## src/rtl/toi2s_pkg.sv

```systemverilog
// Shared constants for the I2S transmit serializer: default sample width,
// I2S frame geometry and bit-clock divider sizing.
package toi2s_pkg;

  localparam int DW_DEFAULT       = 16;
  localparam int BCK_HALF_DEFAULT = 2;
  localparam int SLOT_BITS        = 32;
  localparam int FRAME_BITS       = 64;
  localparam int SLOT_W           = 6;
  localparam int DIV_W            = 8;

  // Word select is high for the right-channel slot, starting one bck before its MSB.
  function automatic logic ws_for_slot(input logic [SLOT_W-1:0] s);
    return (s >= SLOT_W'(SLOT_BITS - 1)) && (s <= SLOT_W'(FRAME_BITS - 2));
  endfunction

endpackage

```

## src/rtl/i2s_bck_gen.sv

```systemverilog
// Bit-clock divider: toggles bck every BCK_HALF clk cycles while enabled and
// flags the clk edges on which bck rises or falls.
module i2s_bck_gen
  import toi2s_pkg::*;
#(
  parameter int BCK_HALF = BCK_HALF_DEFAULT
) (
  input  logic clk,
  input  logic reset,
  input  logic enable,
  output logic bck,
  output logic rise,
  output logic fall
);

  logic [DIV_W-1:0] div_cnt;
  logic             half_done;

  assign half_done = enable && !reset && (div_cnt == DIV_W'(BCK_HALF - 1));
  assign rise      = half_done && !bck;
  assign fall      = half_done && bck;

  // Half-period counter; stopping clears it so a restart begins with a full low half.
  always_ff @(posedge clk) begin
    if (reset || !enable) begin
      div_cnt <= '0;
      bck     <= 1'b0;
    end else if (div_cnt == DIV_W'(BCK_HALF - 1)) begin
      div_cnt <= '0;
      bck     <= ~bck;
    end else begin
      div_cnt <= div_cnt + DIV_W'(1);
    end
  end

endmodule

```

## src/rtl/i2s_tx_serializer.sv

```systemverilog
// I2S (Philips) transmit serializer: one-deep holding register for PCM pairs,
// 64-bit frame shift register, slot counter and ws/d0 generation on bck falls.
module i2s_tx_serializer
  import toi2s_pkg::*;
#(
  parameter int DW       = DW_DEFAULT,
  parameter int BCK_HALF = BCK_HALF_DEFAULT
) (
  input  logic          clk,
  input  logic          reset,
  input  logic          enable,
  input  logic [DW-1:0] left_in,
  input  logic [DW-1:0] right_in,
  input  logic          sample_valid,
  output logic          sample_ready,
  output logic          i2s_bck,
  output logic          i2s_ws,
  output logic          i2s_d0,
  output logic          underrun
);

  logic                  bck_fall;
  logic                  unused_bck_rise;   // outputs only change on falls
  logic [SLOT_W-1:0]     slot;
  logic [SLOT_W-1:0]     slot_nxt;
  logic                  frame_start;
  logic                  hold_full;
  logic signed [DW-1:0]  hold_l;
  logic signed [DW-1:0]  hold_r;
  logic [FRAME_BITS-1:0] frame_sh;
  logic [FRAME_BITS-1:0] frame_src;

  // Place each channel MSB-first at the top of its 32-bit slot, zero padded.
  function automatic logic [FRAME_BITS-1:0] pack_frame(input logic [DW-1:0] l,
                                                       input logic [DW-1:0] r);
    logic [FRAME_BITS-1:0] f;
    f = '0;
    f[FRAME_BITS-1 -: DW] = l;
    f[SLOT_BITS-1 -: DW]  = r;
    return f;
  endfunction

  i2s_bck_gen #(
    .BCK_HALF(BCK_HALF)
  ) u_bck_gen (
    .clk   (clk),
    .reset (reset),
    .enable(enable),
    .bck   (i2s_bck),
    .rise  (unused_bck_rise),
    .fall  (bck_fall)
  );

  assign slot_nxt     = slot + SLOT_W'(1);
  assign frame_start  = bck_fall && (slot == SLOT_W'(FRAME_BITS - 1));
  assign frame_src    = hold_full ? pack_frame(hold_l, hold_r) : '0;
  assign sample_ready = !hold_full;

  // Holding register: drained at each frame boundary, filled by the valid/ready handshake.
  always_ff @(posedge clk) begin
    if (reset) begin
      hold_full <= 1'b0;
      hold_l    <= '0;
      hold_r    <= '0;
    end else if (frame_start && hold_full) begin
      hold_full <= 1'b0;
    end else if (sample_valid && !hold_full) begin
      hold_full <= 1'b1;
      hold_l    <= left_in;
      hold_r    <= right_in;
    end
  end

  // Slot counter and serial outputs, updated only on bck falls; stopping aborts the frame.
  always_ff @(posedge clk) begin
    if (reset || !enable) begin
      slot     <= SLOT_W'(FRAME_BITS - 1);
      frame_sh <= '0;
      i2s_ws   <= 1'b0;
      i2s_d0   <= 1'b0;
      underrun <= 1'b0;
    end else begin
      underrun <= 1'b0;
      if (bck_fall) begin
        slot   <= slot_nxt;
        i2s_ws <= ws_for_slot(slot_nxt);
        if (frame_start) begin
          i2s_d0   <= frame_src[FRAME_BITS-1];
          frame_sh <= {frame_src[FRAME_BITS-2:0], 1'b0};
          underrun <= !hold_full;
        end else begin
          i2s_d0   <= frame_sh[FRAME_BITS-1];
          frame_sh <= {frame_sh[FRAME_BITS-2:0], 1'b0};
        end
      end
    end
  end

endmodule

```

## config.mk

```make
export PLATFORM = sky130hd
export DESIGN_NAME = i2s_tx_serializer
export DESIGN_NICKNAME = d
export VERILOG_FILES = /design/src/rtl/toi2s_pkg.sv /design/src/rtl/i2s_bck_gen.sv /design/src/rtl/i2s_tx_serializer.sv
export SDC_FILE = /design/constraint.sdc
export NUM_CORES = 1
export LEC_CHECK = 0
export ABC_CLOCK_PERIOD_IN_PS = 2400
export BUFFER_PORTS_ARGS = -buffer_cell sky130_fd_sc_hd__buf_2
export CAP_MARGIN = 20
export CELL_PAD_IN_SITES_DETAIL_PLACEMENT = 0
export CELL_PAD_IN_SITES_GLOBAL_PLACEMENT = 1
export CORE_UTILIZATION = 39
export DETAILED_ROUTE_END_ITERATION = 10
export PLACE_DENSITY = 0.74
export SKIP_LAST_GASP = 1
export SLEW_MARGIN = 40
export SYNTH_ARGS = -nofsm -noshare
export SYNTH_HDL_FRONTEND = slang
export SYNTH_HIERARCHICAL = 1
export SYNTH_SLANG_ARGS = --single-unit
```

## constraint.sdc

```tcl
create_clock -name clk -period 2.4 [get_ports clk]
set_input_delay 0.24 -clock clk [delete_from_list [all_inputs] [get_ports clk]]
set_output_delay 0.24 -clock clk [all_outputs]
set_load 0.01 [all_outputs]
```

==> reports/metrics.yaml <==
status: "completed"
cts_max_level: 3
skew_ns: 0.00950
core_um2: 9860
cts_buffer_depth: 2
fp-row-count: 36
leakage_nw: 1.59
antennaDiodeCount: 0
ios: 41
grt-ovfl-total: 0
setup-tns-final_ns: 0
slew_viol_final: 0
hold_depth: 3
track_usage_pct: 16.7
antenna_left: 0
ctsHoldBuffers: 0
layout_commonest_cell: "nand2_1"
synthesis.instances: 476
final_layout_size_suffix_gt1_share_pct: 20.7
hold_class: "in -> reg"
synth_area_per_cell_um2: 8.43
powerDensity_nw_per_um2: 621
met3_usage_pct: 3.23
post-dp-hpwl_um: 5050
ff2ff_path_depth: 9
cts_tree: "built"
syn_to_final_growth_pct: 17.6
clk_transition_reported_paths_ns: 0.09
dp_cells: 628
port_buffers: 40
mostFrequentLayoutCells: "nand2_1, dfxtp_1, nor2_1"
instances_no_fill: 650
worstSetupEndpointType: "flip-flop"
dpl_worst_slack_ns: 0.0495
cts.sinks: 98
tightest_slew_ns: 0.563
fp.dieH_um: 103
hold_slack_ns: 0.112
route.detailed.drc: 0
arrival_ns: 2.64
drt_wl_total_um: 8550
rsz0062_at_grt: "true"
drt_first_pass_iters: 4
maxCapViolCount: 0
syn_nets: 517
path_max_fanout: 8
place_congestion: 0.769
finalCriticalPeriod_ns: 2.37
setup_violations: 0
wire_per_inst_um: 13.1
gr-max-usage-layer: "met2"
finalNetCount: 553
fmaxAchievable_mhz: 423
met1_usage_pct: 22.2
ys_warn_count: 6
die_area_um2: 10700
start_util_pct: 40.7
grt_use_met2_pct: 27.4
antenna_found_initial: 0
fill_cells: 981
clk_latency_ns: 0.36
grt_pass1_wl_um: 14000
clockRootBuffer: "clkbuf_8"
grt_pass1_vias: 3055
cp.required_ns: 2.67
fin_crit_sh_pct: 98.6
slew_headroom_pct: 62.4
die_x_um: 103
vias: 3309
numCtsBuffers: 9
cp-start-kind: "flip-flop"
drt_iter0_markers: 169
critical_path_class: "reg -> reg"
grt_max_degree: 68
final_hold_viol_count: 0
final.setup.worst_slack_ns: 0.0335
post_drt_via_cell_ratio: 5.09
syn-cell-area_um2: 4010
vdd_ir_drop_max_mv: 0.376
[sequential cells by signal, indices dropped and copies added, names as in the netlist]
register and count:
frame_sh 47, slot 6, underrun 1, i2s_d0 1, u_bck_gen/div_cnt 8, u_bck_gen/bck 1, i2s_ws 1, hold_full 1
hold_r 16, hold_l 16
[area by class of cell]
type,count,area [um^2],share of cell area (%)
sequential,98,1960,41.6
multi-input combinational,330,1910,40.4
timing repair buffer,64,454,9.62
tap,133,166,3.53
clock buffer,10,128,2.70
clock inverter,6,65.1,1.38
inverter,9,33.8,0.716
[critical path, stage by stage, from the launching register on]
cell	delay (ns)
dfxtp_2	0.33
inv_2	0.05
ha_4	0.10
or4b_4	0.47
nor4_4	0.26
and3_1	0.22
and4_4	0.31
clkbuf_16	0.18
nand3_1	0.09
a311oi_2	0.28
[worst paths after layout]
path / from / to / slack, ns
setup / recovery: u_bck_gen/div_cnt[1]$_SDFF_PP0_ / frame_sh[51]$_SDFFE_PP0P_ / 0.03
hold / removal: left_in[4] / hold_l[4]$_SDFFE_PP0P_ / 0.11
setup reg to reg: u_bck_gen/div_cnt[1]$_SDFF_PP0_ / frame_sh[51]$_SDFFE_PP0P_ / 0.03
hold reg to reg: hold_l[11]$_SDFFE_PP0P_ / hold_l[11]$_SDFFE_PP0P_ / 0.46
[layer usage]
| metal | routed length, um | share of wire (%) |
|---|---|---|
| met3 | 226 | 2.6 |
| met5 | 0 | 0 |
| met1 | 4450 | 52 |
| met2 | 3790 | 44 |
| met4 | 80 | 0.94 |
[what timing repair did]
action,in CTS,in global routing
endpoints found under the setup margin,0,35
gates resized for setup,0,19
buffers inserted,0,1
[power by group]
part	internal [mW]	leakage, nW	switching, mW
sequential	1.66	0.796	0.0232
combinational	0.0694	0.702	0.115
clock	0.485	0.0966	0.575
total	2.22	1.59	0.713
[per-stage QoR]
| stage | cell area, um^2 | util (%) | total power, mW |
|---|---|---|---|
| finish | 4720 | 47.9 | 2.93 |
| detailed placement | 4360 | 44.2 | 1.90 |
| CTS | 4550 | 46.1 | 2.96 |
| floorplan | 4020 | - | 1.83 |
| global route | 4720 | 47.9 | 3.06 |
| global placement | 4360 | 44.2 | 1.90 |
(Power assumes the default switching activity.)
